### src/rtl/uart_axi_pkg.sv
// Shared opcodes, FSM state type and response-byte helper for the UART-driven
// AXI4-Lite command master.
package uart_axi_pkg;

   localparam logic [7:0] OP_WR     = 8'h57;
   localparam logic [7:0] OP_RD     = 8'h52;
   localparam logic [7:0] RSP_BADOP = 8'hFF;

   typedef enum logic [2:0] {
      ST_IDLE,
      ST_ADDR,
      ST_WDATA,
      ST_AW_W,
      ST_B,
      ST_AR,
      ST_R,
      ST_RESP
   } axi_mst_state_e;

   function automatic logic [7:0] status_byte(input logic [1:0] resp);
      return {6'b000000, resp};
   endfunction

endpackage

### src/rtl/axi4_lite_if.sv
// AXI4-Lite bus bundle with 32-bit address and data; M is the initiator view.
interface axi4_lite_if;

   logic [31:0] awaddr;
   logic [2:0]  awprot;
   logic        awvalid;
   logic        awready;
   logic [31:0] wdata;
   logic [3:0]  wstrb;
   logic        wvalid;
   logic        wready;
   logic [1:0]  bresp;
   logic        bvalid;
   logic        bready;
   logic [31:0] araddr;
   logic [2:0]  arprot;
   logic        arvalid;
   logic        arready;
   logic [31:0] rdata;
   logic [1:0]  rresp;
   logic        rvalid;
   logic        rready;

   modport M (
      output awaddr, awprot, awvalid, input awready,
      output wdata, wstrb, wvalid, input wready,
      input bresp, bvalid, output bready,
      output araddr, arprot, arvalid, input arready,
      input rdata, rresp, rvalid, output rready
   );

   modport S (
      input awaddr, awprot, awvalid, output awready,
      input wdata, wstrb, wvalid, output wready,
      output bresp, bvalid, input bready,
      input araddr, arprot, arvalid, output arready,
      output rdata, rresp, rvalid, input rready
   );

endinterface

### src/rtl/uart_axi_resp.sv
// Load-then-shift response serialiser: up to 5 bytes, LSB first, onto a
// valid/ready byte stream. done is high in the cycle of the final transfer.
module uart_axi_resp (
   input  logic        clk,
   input  logic        rstn,
   input  logic        load,
   input  logic [2:0]  len,
   input  logic [39:0] data,
   input  logic        tx_ready,
   output logic        tx_valid,
   output logic [7:0]  tx_data,
   output logic        done
);

   logic [31:0] rest_reg;
   logic [2:0]  left_reg;

   assign done = tx_valid & tx_ready & (left_reg == 3'd1);

   always_ff @(posedge clk) begin
      if (!rstn) begin
         tx_valid <= 1'b0;
         tx_data  <= 8'h00;
         rest_reg <= 32'h0;
         left_reg <= 3'd0;
      end else if (load) begin
         tx_valid <= 1'b1;
         tx_data  <= data[7:0];
         rest_reg <= data[39:8];
         left_reg <= len;
      end else if (tx_valid && tx_ready) begin
         tx_data  <= rest_reg[7:0];
         rest_reg <= {8'h00, rest_reg[31:8]};
         left_reg <= left_reg - 3'd1;
         if (left_reg == 3'd1) begin
            tx_valid <= 1'b0;
         end
      end
   end

endmodule

### src/rtl/uart_axi_master.sv
// Parses serial read/write commands, runs one AXI4-Lite transaction per
// command and streams back the status (and read data) bytes.
module uart_axi_master
   import uart_axi_pkg::*;
#(
   parameter int TIMEOUT = 208334
) (
   input  logic        clk,
   input  logic        rstn,
   input  logic        i_rx_valid,
   input  logic [7:0]  i_rx_data,
   output logic        o_tx_valid,
   input  logic        i_tx_ready,
   output logic [7:0]  o_tx_data,
   output logic        o_drop,
   axi4_lite_if.M      axi
);

   localparam int TO_W = (TIMEOUT > 1) ? $clog2(TIMEOUT) : 1;

   axi_mst_state_e  state_reg;
   logic [1:0]      cnt_reg;
   logic [TO_W-1:0] to_cnt_reg;
   logic            is_wr_reg;
   logic [31:0]     addr_reg;
   logic [31:0]     wdata_reg;
   logic            awvalid_reg, wvalid_reg, bready_reg, arvalid_reg, rready_reg;

   logic            rsp_load;
   logic [2:0]      rsp_len;
   logic [39:0]     rsp_data;
   logic            rsp_done;
   logic            is_op;
   logic            to_hit;
   logic            aw_left, w_left;

   assign is_op   = (i_rx_data == OP_WR) || (i_rx_data == OP_RD);
   assign to_hit  = (to_cnt_reg == TO_W'(TIMEOUT - 1));
   assign aw_left = awvalid_reg & ~axi.awready;
   assign w_left  = wvalid_reg & ~axi.wready;

   assign o_drop = rstn & i_rx_valid &
                   (state_reg != ST_IDLE) & (state_reg != ST_ADDR) & (state_reg != ST_WDATA);

   assign axi.awaddr  = addr_reg;
   assign axi.awprot  = 3'b000;
   assign axi.awvalid = awvalid_reg;
   assign axi.wdata   = wdata_reg;
   assign axi.wstrb   = 4'hF;
   assign axi.wvalid  = wvalid_reg;
   assign axi.bready  = bready_reg;
   assign axi.araddr  = addr_reg;
   assign axi.arprot  = 3'b000;
   assign axi.arvalid = arvalid_reg;
   assign axi.rready  = rready_reg;

   // The serialiser loads straight off the bus in the handshake cycle so the
   // first response byte is valid one cycle after B/R completes.
   always_comb begin
      rsp_load = 1'b0;
      rsp_len  = 3'd1;
      rsp_data = {32'h0, RSP_BADOP};
      case (state_reg)
         ST_IDLE: rsp_load = i_rx_valid & ~is_op;
         ST_B: begin
            rsp_load = axi.bvalid;
            rsp_data = {32'h0, status_byte(axi.bresp)};
         end
         ST_R: begin
            rsp_load = axi.rvalid;
            rsp_len  = 3'd5;
            rsp_data = {axi.rdata, status_byte(axi.rresp)};
         end
         default: ;
      endcase
   end

   always_ff @(posedge clk) begin
      if (!rstn) begin
         state_reg   <= ST_IDLE;
         cnt_reg     <= 2'd0;
         to_cnt_reg  <= '0;
         is_wr_reg   <= 1'b0;
         addr_reg    <= 32'h0;
         wdata_reg   <= 32'h0;
         awvalid_reg <= 1'b0;
         wvalid_reg  <= 1'b0;
         bready_reg  <= 1'b0;
         arvalid_reg <= 1'b0;
         rready_reg  <= 1'b0;
      end else begin
         case (state_reg)
            ST_IDLE: begin
               if (i_rx_valid) begin
                  cnt_reg    <= 2'd0;
                  to_cnt_reg <= '0;
                  if (is_op) begin
                     is_wr_reg <= (i_rx_data == OP_WR);
                     state_reg <= ST_ADDR;
                  end else begin
                     state_reg <= ST_RESP;
                  end
               end
            end
            ST_ADDR: begin
               if (i_rx_valid) begin
                  addr_reg[{cnt_reg, 3'b000} +: 8] <= i_rx_data;
                  cnt_reg    <= cnt_reg + 2'd1;
                  to_cnt_reg <= '0;
                  if (cnt_reg == 2'd3) begin
                     if (is_wr_reg) begin
                        state_reg <= ST_WDATA;
                     end else begin
                        arvalid_reg <= 1'b1;
                        state_reg   <= ST_AR;
                     end
                  end
               end else if (to_hit) begin
                  state_reg <= ST_IDLE;
               end else begin
                  to_cnt_reg <= to_cnt_reg + 1'b1;
               end
            end
            ST_WDATA: begin
               if (i_rx_valid) begin
                  wdata_reg[{cnt_reg, 3'b000} +: 8] <= i_rx_data;
                  cnt_reg    <= cnt_reg + 2'd1;
                  to_cnt_reg <= '0;
                  if (cnt_reg == 2'd3) begin
                     awvalid_reg <= 1'b1;
                     wvalid_reg  <= 1'b1;
                     state_reg   <= ST_AW_W;
                  end
               end else if (to_hit) begin
                  state_reg <= ST_IDLE;
               end else begin
                  to_cnt_reg <= to_cnt_reg + 1'b1;
               end
            end
            ST_AW_W: begin
               awvalid_reg <= aw_left;
               wvalid_reg  <= w_left;
               if (!aw_left && !w_left) begin
                  bready_reg <= 1'b1;
                  state_reg  <= ST_B;
               end
            end
            ST_B: begin
               if (axi.bvalid) begin
                  bready_reg <= 1'b0;
                  state_reg  <= ST_RESP;
               end
            end
            ST_AR: begin
               if (axi.arready) begin
                  arvalid_reg <= 1'b0;
                  rready_reg  <= 1'b1;
                  state_reg   <= ST_R;
               end
            end
            ST_R: begin
               if (axi.rvalid) begin
                  rready_reg <= 1'b0;
                  state_reg  <= ST_RESP;
               end
            end
            ST_RESP: begin
               if (rsp_done) begin
                  state_reg <= ST_IDLE;
               end
            end
            default: state_reg <= ST_IDLE;
         endcase
      end
   end

   uart_axi_resp u_resp (
      .clk      (clk),
      .rstn     (rstn),
      .load     (rsp_load),
      .len      (rsp_len),
      .data     (rsp_data),
      .tx_ready (i_tx_ready),
      .tx_valid (o_tx_valid),
      .tx_data  (o_tx_data),
      .done     (rsp_done)
   );

endmodule

### src/flat_wrapper.sv
// flat-port wrapper written by rule: the top's interface ports become plain ports
module uart_axi_master_flat import uart_axi_pkg::*;
#(
   parameter int TIMEOUT = 208334
)
  (clk, rstn, i_rx_valid, i_rx_data, o_tx_valid, i_tx_ready, o_tx_data, o_drop, axi_awaddr, axi_awprot, axi_awvalid, axi_awready, axi_wdata, axi_wstrb, axi_wvalid, axi_wready, axi_bresp, axi_bvalid, axi_bready, axi_araddr, axi_arprot, axi_arvalid, axi_arready, axi_rdata, axi_rresp, axi_rvalid, axi_rready);
  axi4_lite_if axi_i ();
  input  logic clk;
  input  logic rstn;
  input  logic i_rx_valid;
  input  logic [7:0] i_rx_data;
  output logic o_tx_valid;
  input  logic i_tx_ready;
  output logic [7:0] o_tx_data;
  output logic o_drop;
  output wire logic [$bits(axi_i.awaddr)-1:0] axi_awaddr;
  output wire logic [$bits(axi_i.awprot)-1:0] axi_awprot;
  output wire logic [$bits(axi_i.awvalid)-1:0] axi_awvalid;
  input wire logic [$bits(axi_i.awready)-1:0] axi_awready;
  output wire logic [$bits(axi_i.wdata)-1:0] axi_wdata;
  output wire logic [$bits(axi_i.wstrb)-1:0] axi_wstrb;
  output wire logic [$bits(axi_i.wvalid)-1:0] axi_wvalid;
  input wire logic [$bits(axi_i.wready)-1:0] axi_wready;
  input wire logic [$bits(axi_i.bresp)-1:0] axi_bresp;
  input wire logic [$bits(axi_i.bvalid)-1:0] axi_bvalid;
  output wire logic [$bits(axi_i.bready)-1:0] axi_bready;
  output wire logic [$bits(axi_i.araddr)-1:0] axi_araddr;
  output wire logic [$bits(axi_i.arprot)-1:0] axi_arprot;
  output wire logic [$bits(axi_i.arvalid)-1:0] axi_arvalid;
  input wire logic [$bits(axi_i.arready)-1:0] axi_arready;
  input wire logic [$bits(axi_i.rdata)-1:0] axi_rdata;
  input wire logic [$bits(axi_i.rresp)-1:0] axi_rresp;
  input wire logic [$bits(axi_i.rvalid)-1:0] axi_rvalid;
  output wire logic [$bits(axi_i.rready)-1:0] axi_rready;
  assign axi_awaddr = axi_i.awaddr;
  assign axi_awprot = axi_i.awprot;
  assign axi_awvalid = axi_i.awvalid;
  assign axi_i.awready = axi_awready;
  assign axi_wdata = axi_i.wdata;
  assign axi_wstrb = axi_i.wstrb;
  assign axi_wvalid = axi_i.wvalid;
  assign axi_i.wready = axi_wready;
  assign axi_i.bresp = axi_bresp;
  assign axi_i.bvalid = axi_bvalid;
  assign axi_bready = axi_i.bready;
  assign axi_araddr = axi_i.araddr;
  assign axi_arprot = axi_i.arprot;
  assign axi_arvalid = axi_i.arvalid;
  assign axi_i.arready = axi_arready;
  assign axi_i.rdata = axi_rdata;
  assign axi_i.rresp = axi_rresp;
  assign axi_i.rvalid = axi_rvalid;
  assign axi_rready = axi_i.rready;
  uart_axi_master #(.TIMEOUT(TIMEOUT)) u_core (.clk(clk), .rstn(rstn), .i_rx_valid(i_rx_valid), .i_rx_data(i_rx_data), .o_tx_valid(o_tx_valid), .i_tx_ready(i_tx_ready), .o_tx_data(o_tx_data), .o_drop(o_drop), .axi(axi_i));
endmodule
### config.mk
export PLATFORM = sky130hd
export DESIGN_NAME = uart_axi_master_flat
export DESIGN_NICKNAME = d
export VERILOG_FILES = /design/src/rtl/uart_axi_pkg.sv /design/src/rtl/axi4_lite_if.sv /design/src/rtl/uart_axi_resp.sv /design/src/rtl/uart_axi_master.sv /design/src/flat_wrapper.sv
export SDC_FILE = /design/constraint.sdc
export NUM_CORES = 1
export LEC_CHECK = 0
export CELL_PAD_IN_SITES_DETAIL_PLACEMENT = 1
export CELL_PAD_IN_SITES_GLOBAL_PLACEMENT = 1
export CORE_UTILIZATION = 36
export CTS_BUF_LIST = sky130_fd_sc_hd__clkbuf_8
export CTS_CLUSTER_DIAMETER = 40
export DETAILED_ROUTE_END_ITERATION = 10
export GPL_TIMING_DRIVEN = 0
export PLACE_DENSITY_LB_ADDON = 0.1
export REMOVE_ABC_BUFFERS = 1
export SLEW_MARGIN = 20
export SYNTH_ARGS = -nofsm -noshare
export SYNTH_HDL_FRONTEND = slang
export SYNTH_SLANG_ARGS = --single-unit
### constraint.sdc
create_clock -name clk -period 2.9 [get_ports clk]
set_input_delay 0.58 -clock clk [delete_from_list [all_inputs] [get_ports clk]]
set_output_delay 0.58 -clock clk [all_outputs]
set_load 0.02 [all_outputs]
==> results.yml, run 1 <==
status:
  status: "finished clean"
setup_path:
  crit_required_ns: 2.32
  start_kind: "primary input"
  crit_path_end_kind: "output port"
  crit_arrival_ns: 2.23
  worst_r2r_path_depth: 5
  worst-setup-path-type: "primary input to output port"
  cp_max_fo: 12
cts:
  clk_pin_slew_ns: 0.08
  root_buffer: "clkbuf_8"
  ctsHoldBuffers: 0
  cts_tree: "yes"
  cts_buffers: 17
  cts-htree-levels: 4
  cts.sinks: 137
  clk-insertion-delay-late_ns: 0.45
  cts_buffer_depth: 2
global_route:
  grt_pass1_vias: 6193
  grt_pass1_wl_mm: 31.0
  use_met1: 0.266
  grt.busiest_layer: "met2"
  grt_util_all_layers: 0.217
  antenna_found_initial: 0
  overflow: 0
  use_met3: 0.0370
  grt_start_max_net_pins: 61
  grt_util_met2: 0.384
floorplanning:
  initial_core_util: 0.369
  die-area_um2: 18300
  fp-row-count: 48
  core-area_um2: 17400
  ioPinCount: 174
  fp.dieW_um: 135
  die_h_um: 135
yosys:
  seq_area_frac_synth: 0.428
  synth_common_cells: "137 x dfxtp_1, 119 x nand2_1, 101 x a21oi_1, 65 x nor2_1, 60 x nand3_1"
  synth_area_leaders: "dfxtp_1 43%, a21oi_1 7.9%, nand2_1 7.0%"
  synth_area_um2: 6410
  synth_largest_area_cell: "dfxtp_1"
  synth_edf_count: 0
  netlist.area_leader.share: 0.428
  ys_ff_latch: 137
  yosys_warnings: 0
  syn_area_per_cell_um2: 8.08
  synth_most_common_cell: "dfxtp_1"
  synthArstFlopShare: 0
  syn_inst: 793
  synth.distinct_cells: 70
  ys_dominant_reg_cell: "dfxtp_1"
timing:
  worstMarginPinSlew_ns: 0.965
  hold_viol_final: 0
  finalMaxSlewViolations: 0
  fin_skew_ns: 0.00961
  fmax_ghz: 0.356
  rsz0062_at_grt: "no"
  finalCritPeriodShare: 0.970
  fin_ws_ns: 0.0880
  max_slew_margin: 0.354
  setup_viol: 0
  fin_crit_ns: 2.81
route:
  route.detailed.drc: 0
  vias: 6004
  dr.pass1.iters: 4
  drt.antenna.violating_nets: 0
  postRouteWirelength_mm: 19.5
  wl_per_cell_um: 17.3
  drt_iter0_drc: 279
  detail_route.vias_per_cell: 5.33
cells_and_area:
  multi_input_area_um2: 3110
  fillers: 2040
  area_delta_synth_final_pct: 29.6
  final_cell_area_um2: 8310
  layout-drive-gt1-share: 0.0698
  final-seq-area_um2: 2750
  n_antenna_cell: 0
  fin_nets: 951
place:
  placed_area_um2: 7840
  pre_cts_slack_ns: -0.892
  portBuffers: 163
  place_congestion: 0.760
  dpl.hpwl_mm: 13.9
worst_hold_path:
  min_path_type: "register to register"
  hold_depth: 2
power:
  vdd_drop_max_v: 0.000325
  p_leak_uw: 0.00278
  pwr_density_cell_nw_per_um2: 708
run:
  drv_cap: 0
[layout make-up]
class / instances / area share
inverter: 14 / 0.00663
clock inverter: 15 / 0.0243
tap: 225 / 0.0339
sequential: 137 / 0.331
multi-input combinational: 552 / 0.375
clock buffer: 17 / 0.0282
timing repair buffer: 167 / 0.202
[through the flow]
| stage | total power [uW] | util | instances | setup TNS [ns] | hold WS, ns |
|---|---|---|---|---|---|
| after detailed placement | 4190 | 0.452 | 1095 | -25.77 | 0.446 |
| after global routing | 6240 | 0.479 | 1127 | 0 | 0.479 |
| after CTS | 5930 | 0.478 | 1127 | 0 | 0.465 |
| final | 5880 | 0.479 | 1127 | 0 | 0.461 |
| after floorplan | 3490 | - | 703 | 0 | 0.461 |
| after global placement | 4080 | 0.448 | 1091 | -100.78 | 0.444 |
[worst max-delay path: stages]
cell and delay, ns:
clkdlybuf4s50_1 0.74, nand2_1 0.09, nor2_1 0.18, clkdlybuf4s50_1 0.63
[repair_timing]
item | 4_1_cts | 5_1_grt
setup endpoints to repair | 27 | 27
gates cloned | 0 | 0
gates resized for setup | 6 | 6
buffers inserted | 0 | 0
[path summary, 6_finish.rpt]
check,from,endpoint,slack (ns)
max,i_rx_valid,o_drop,0.09
min,u_core.axi.wdata[9],u_core.axi.wdata[9],0.46
max reg2reg,u_core.cnt_reg[0],u_core.axi.araddr[10],0.52
min reg2reg,u_core.axi.wdata[9],u_core.axi.wdata[9],0.46
[layout by cell type (no fill, tap or decap), drive strengths merged, types with 16 or more instances in the layout]
master,n
nand2,119
o21ai,18
o21bai,24
inv,17
a21oi,102
nor2,67
a22oi,16
clkdlybuf4s50,162
nand3,60
dfxtp,137
clkbuf,18
[metal layers]
metal  part of all wire  wire, um  vias to the layer above
li1                   -         -                     2909
met1               0.45      8700                     2954
met2               0.51      9940                      125
met3              0.039       769                       16
met4             0.0069       135                        0
met5                  0         0                        -
[cells by family after synthesis]
logic type	share of synthesized area
other	0.00117
adder cells (fa/ha/maj)	0.0176
AND/OR/NAND/NOR	0.245
buffers and inverters	0.0980
AO/OA/AOI/OAI	0.205
multiplexers	0.00156
XOR/XNOR	0.00410
flip-flops	0.428
[power by group]
part           switching, uW  internal [uW]  total (uW)
clock                    792            938        1730
sequential               281           2160        2440
combinational           1020            694        1710
total                   2090           3790        5880
Note: power is estimated with default switching activity, not from simulation.
==> run 2: changes to the inputs <==
- SLEW_MARGIN: 20 -> default
==> run 2 against run 1 <==
Sequential cell count stayed put. Register-to-register slack worse by 0.09 ns. Power is 3.3% lower. Wire length is 0.48% lower. Critical path type unchanged. Critical endpoint unchanged. Largest power group unchanged.
==> results.yml, run 2 (synthesis results as in run 1) <==
floorplanning:
  die-area_um2: 18300
  fp.dieW_um: 135
  fp-row-count: 48
  initial_core_util: 0.369
  core-area_um2: 17400
  die_h_um: 135
  ioPinCount: 174
timing:
  fin_skew_ns: 0.0148
  fin_crit_ns: 2.85
  finalMaxSlewViolations: 0
  max_slew_margin: 0.337
  worstMarginPinSlew_ns: 0.990
  rsz0062_at_grt: "no"
  hold_viol_final: 0
  finalCritPeriodShare: 0.983
  fmax_ghz: 0.351
  holdWs_ns: 0.455
  setup_viol: 0
power:
  p_leak_uw: 0.00274
  power.total_uw: 5690
  pwr_density_cell_nw_per_um2: 691
  vdd_drop_max_v: 0.000351
setup_path:
  start_kind: "primary input"
  worst-setup-path-type: "primary input to output port"
  crit_path_cell_trace: "clkdlybuf4s15_1 -> nand2_1 -> nor2_1 -> clkdlybuf4s50_1"
  max_stage_delay_ns: 0.77
  crit_arrival_ns: 2.27
  cp_max_fo: 18
  cpLargestDelayFamily: "buffers and inverters"
  r2r_start: "u_core.state_reg[0]"
  worst_r2r_endpoint: "u_core.axi.araddr[6]"
  crit_path_end_kind: "output port"
  worst_r2r_path_depth: 5
  path_buf_inv: 2
  r2r_slack_ns: 0.43
  cp_slowest_cell: "clkdlybuf4s15_1"
  crit_required_ns: 2.32
run:
  drv_cap: 0
place:
  place_inst: 1093
  place_congestion: 0.760
  dpl.hpwl_mm: 13.9
  portBuffers: 163
route:
  postRouteWirelength_mm: 19.5
  dr.pass1.iters: 4
  drt_iter0_drc: 281
  drt.antenna.violating_nets: 0
  detail_route.vias_per_cell: 5.33
  vias: 5995
  wl_per_cell_um: 17.3
  route.detailed.drc: 0
cts:
  root_buffer: "clkbuf_8"
  ctsHoldBuffers: 0
  cts-htree-levels: 4
  cts.sinks: 137
  postCtsSetupBuffers: 0
  cts_buffer_depth: 2
  clk_pin_slew_ns: 0.08
  clk-insertion-delay-late_ns: 0.46
  cts_tree: "yes"
  cts_buffers: 17
cells_and_area:
  layout-drive-gt1-share: 0.0656
  final-seq-area_um2: 2750
  n_antenna_cell: 0
  final_cell_mix: "162 x clkdlybuf4s50_1, 135 x dfxtp_1, 118 x nand2_1, 101 x a21oi_1, 65 x nor2_1"
  multi_input_area_um2: 3110
  layout_commonest_cell: "clkdlybuf4s50_1"
  fillers: 2043
  fin_nets: 949
  area_delta_synth_final_pct: 28.4
  final_cells: 1125
global_route:
  grt_pass1_vias: 6031
  overflow: 0
  grt_util_all_layers: 0.216
  grt_pass1_wl_mm: 31.0
  grt_start_max_net_pins: 54
  antenna_found_initial: 0
worst_hold_path:
  min_from: "u_core.axi.wdata[9]"
  hold_end: "u_core.axi.wdata[9]"
  hold_depth: 2
  min_path_type: "register to register"
status:
  status: "finished clean"
-- run 2: changes by cell type in the layout (fill, tap and decap cells not counted), sizes merged --
cell / change
clkdlybuf4s15: +1
clkinvlp: -1
buf: -2
clkinv: +1
inv: +3
clkbuf: -1
bufinv: -3
-- run 2: per-stage QoR --
step | setup slack, ns | util | TNS [ns] | area (um2)
after CTS | -0.0215 | 0.473 | -0.0215 | 8210
final | 0.0488 | 0.474 | 0 | 8230
after global placement | -1.61 | 0.448 | -100.78 | 7780
after global routing | 0.00295 | 0.474 | 0 | 8230
after floorplan | 0.443 | - | 0 | 5860
after detailed placement | -0.852 | 0.450 | -26.29 | 7810
-- run 2: area by class of cell --
| class | instances | area share |
|---|---|---|
| Sequential cell | 137 | 0.334 |
| Multi-Input combinational cell | 552 | 0.378 |
| Timing Repair Buffer | 165 | 0.202 |
| Clock buffer | 17 | 0.0284 |
| Clock inverter | 15 | 0.0176 |
| Tap cell | 225 | 0.0342 |
| Inverter | 14 | 0.00639 |
-- run 2: power by group --
group	switching, uW	internal, uW	total (uW)
clock	836	694	1530
combinational	1030	690	1720
sequential	278	2160	2430
total	2150	3540	5690
-- run 2: per-layer routing --
layer	track usage	part of all wire	wire length, um
met5	0	0	0
met4	0.0762	0.014	265
met3	0.0355	0.050	967
met2	0.369	0.50	9790
met1	0.273	0.43	8430
-- run 2: worst register-to-register path, stage by stage (launching register included) --
cell,delay (ns)
dfxtp_1,0.73
nor2b_1,0.59
and2_0,0.42
and3_1,0.40
a22oi_1,0.15
nor2_1,0.12
-- run 2: how the worst max path moves through the flow --
stage,start,end,slack (ns),cells past startpoint
detailed placement,i_tx_ready,u_core.u_resp.left_reg[2],-0.85,5
global placement,rstn,u_core.to_cnt_reg[17],-1.61,5
CTS,i_rx_data[5],u_core.u_resp.rest_reg[6],-0.02,6
floorplan,rstn,u_core.to_cnt_reg[17],0.44,4
global route,u_core.state_reg[0],o_drop,0.003,3
finish,rstn,o_drop,0.05,4
-- run 2: what timing repair did --
| action | in CTS | in global routing |
|---|---|---|
| setup endpoints to repair | 26 | 27 |
| cloned | 0 | 0 |
| resized for setup | 6 | 5 |
==> run 3: changes to the inputs <==
- CTS_CLUSTER_SIZE: default -> 25
==> results of run 3 <==
Final layout, timing and power as in run 2 (identical DEF).
==> RTL edit, RTL diff (flow settings as in run 1) <==
Reset style: asynchronous (`rstn`), changed in 2 clocked blocks.
--- a/src/rtl/uart_axi_resp.sv
+++ b/src/rtl/uart_axi_resp.sv
@@ -17,7 +17,7 @@
 
    assign done = tx_valid & tx_ready & (left_reg == 3'd1);
 
-   always_ff @(posedge clk) begin
+   always_ff @(posedge clk or negedge rstn) begin
       if (!rstn) begin
          tx_valid <= 1'b0;
          tx_data  <= 8'h00;
--- a/src/rtl/uart_axi_master.sv
+++ b/src/rtl/uart_axi_master.sv
@@ -75,7 +75,7 @@
       endcase
    end
 
-   always_ff @(posedge clk) begin
+   always_ff @(posedge clk or negedge rstn) begin
       if (!rstn) begin
          state_reg   <= ST_IDLE;
          cnt_reg     <= 2'd0;
Function: differs if rstn is asserted again (counterexample within 4 cycles, from zero or initial values and one cycle with rstn low); with rstn held inactive, the same outputs for 4 cycles.
==> RTL edit against run 1 <==
  * Sequential cell count stayed put
  * Worst hold slack worse by 0.44 ns
  * Total power is 31% higher
  * Synthesized area rose by 2.3%
  * Setup slack better by 0.084 ns
  * Wire length down 7.4%
  * Cell area grew 2.8%
  * Die area grew 2.2%
  * Clock power is 10% lower
  * Cell count decreased by 4.3%
  * Highest routed layer unchanged
==> RTL edit: results (changes against run 1) <==
| Metric | Value |
|---|---|
| Status | `finished, final reports clean (unchanged)` |
| Nets | `902 (was 951)` |
| Tot GR Track Use | `0.202 (was 0.217)` |
| CTS root buf | `clkbuf_8 (unchanged)` |
| DRT Pass-1 Iters | `4 (unchanged)` |
| Dpl hpwl | `12900 um (was 13900 um)` |
| DR vias/cell | `5.12 (was 5.33)` |
| Synth cell types | `58 (was 70)` |
| Synth area leaders | `dfrtp_1 (52%), nand2_1 (9.3%), o21ai_0 (7.3%) (was dfxtp_1 (43%), a21oi_1 (7.9%), nand2_1 (7.0%))` |
| # Post-CTS Setup Buffers | `0 (unchanged)` |
| Asr flop ratio synth | `1.00 (was 0)` |
| CTS Buf Count | `17 (unchanged)` |
| Initial antenna violation count | `0 (unchanged)` |
| Number of H-tree levels | `4 (unchanged)` |
| Hold buffer count at cts | `0 (unchanged)` |
| DR iter-0 viols | `203 (was 279)` |
| IO Port Bufs | `163 (unchanged)` |
| Layout cell share with drive strength beyond 1 | `0.0633 (was 0.0698)` |
| Warnings, synthesis | `0 (unchanged)` |
| Vias in the first global route | `5617 (was 6193)` |
| Ant diodes | `0 (unchanged)` |
| Max clock buf depth | `2 (unchanged)` |
| Post-Synth Adder-Cell Area | `0.0172 (was 0.0176)` |
| Largest net degree at the start of global routing | `72 (was 61)` |
| Xor/xnor share of the synthesized area | `0.0172 (was 0.00410)` |
| Synth cell count leaders | `nand2_1 (163), dfrtp_1 (137), o21ai_0 (96), nor2_1 (54) (was dfxtp_1 (137), nand2_1 (119), a21oi_1 (101), nor2_1 (65), nand3_1 (60))` |
| Seq/Total Area, Yosys | `0.523 (was 0.428)` |
| Global-route wire length before repair | `29100 um (was 31000 um)` |
| Leakage | `0.00358 uW (was 0.00278 uW)` |
| Clock skew | `0.0132 ns (was 0.00961 ns)` |
| Clock transition at path regs | `0.08 ns (about the same)` |
| Compound-Gate Fraction of Synth Area | `0.159 (was 0.205)` |
| GPL Wtd Cong | `0.746 (was 0.760)` |
| Pins Over Slew Limit | `0 (unchanged)` |
| VDD IR max | `0.390 mV (was 0.325 mV)` |
| Mux share of post-synthesis cell area | `0.00916 (was 0.00156)` |
| Type of the tightest min-delay check | `input port to async pin (was register to register)` |
| Slew headroom | `0.250 (was 0.354)` |
| Worst-Skew Late Latency | `0.45 ns (about the same)` |
| Wire length per cell | `16.8 um (was 17.3 um)` |
| DP Area | `8120 sq um (was 7840 sq um)` |
| Max FO, Critical Path | `17 (was 12)` |
## RTL edit: changes by cell type after synthesis, moves of 6 or more
cell	run 1	this run
nand2_1	119	163
a22oi_1	16	0
a22o_1	0	8
dfrtp_1	0	137
a32o_1	8	0
and3_1	12	3
o21ai_0	13	96
clkbuf_1	35	18
o21bai_1	24	0
dfxtp_1	137	0
nand3_1	60	9
a31oi_1	2	8
nor2_1	65	54
a21oi_1	101	45
## RTL edit: final timing paths
kind	startpoint	end	slack, ns	cells past startpoint
hold / removal	rstn	u_core.axi.wdata[22]$_DFFE_PN0P_	0.02	1
setup / recovery	u_core.state_reg[0]$_DFFE_PN0P_	o_drop	0.17	3
setup reg to reg	u_core.state_reg[1]$_DFFE_PN0P_	u_core.u_resp.rest_reg[24]$_DFFE_PN0P_	0.46	4
hold reg to reg	u_core.axi.wdata[22]$_DFFE_PN0P_	u_core.axi.wdata[22]$_DFFE_PN0P_	0.48	2
min in group clk	u_core.axi.wdata[22]$_DFFE_PN0P_	u_core.axi.wdata[22]$_DFFE_PN0P_	0.48	2
max in group asynchronous	rstn	u_core.axi.wdata[20]$_DFFE_PN0P_	2.29	2
## RTL edit: metrics by stage
step	util	setup TNS (ns)	std cells	setup WS, ns
finish	0.487	0	1078	0.172
global route	0.487	0	1078	0.000402
CTS	0.485	0	1077	0.0598
detailed placement	0.463	-3.06	1045	-0.141
global placement	0.457	-638.99	1042	-4.55
floorplan	-	0	654	0.423
## RTL edit: cell families (layout without fill, tap and decap cells)
logic type,count (synthesis),in the layout
flops,137,137
fa+ha+maj,9,9
xor+xnor,12,12
other cells,2,10
mux,5,5
compound gates,186,186
buf+inv,87,211
simple gates,283,283
## RTL edit: cell type report
type | count | area (sq um)
sequential | 137 | 3430
fill | 2001 | 9000
clock inverter | 15 | 153
clock buffer | 17 | 234
multi-input combinational | 505 | 2660
timing repair buffer | 167 | 1740
tap | 225 | 282
inverter | 12 | 45.0
## RTL edit: power by group
part	internal, uW	leakage, uW	switching [uW]
registers	2480	0.00179	449
logic	1380	0.00160	1840
clock network	763	0.000184	783
total	4620	0.00358	3080
## RTL edit: metal layers
metal / GRT usage / vias up / wire [um]
met2: 0.335 / 143 / 8890
li1: - / 2631 / -
met4: 0.0641 / 0 / 214
met1: 0.266 / 2730 / 8090
met3: 0.0367 / 16 / 893
met5: 0 / - / 0
## RTL edit: worst max-delay path: stages (launching register included)
cell,delay [ns]
dfrtp_1,0.69
a21oi_1,0.22
nor2_1,0.18
clkdlybuf4s50_1,0.62
## RTL edit: timing repair
action                     CTS  global route
setup endpoints to repair    1             1
cloned                       0             1
gates resized for setup      2             1
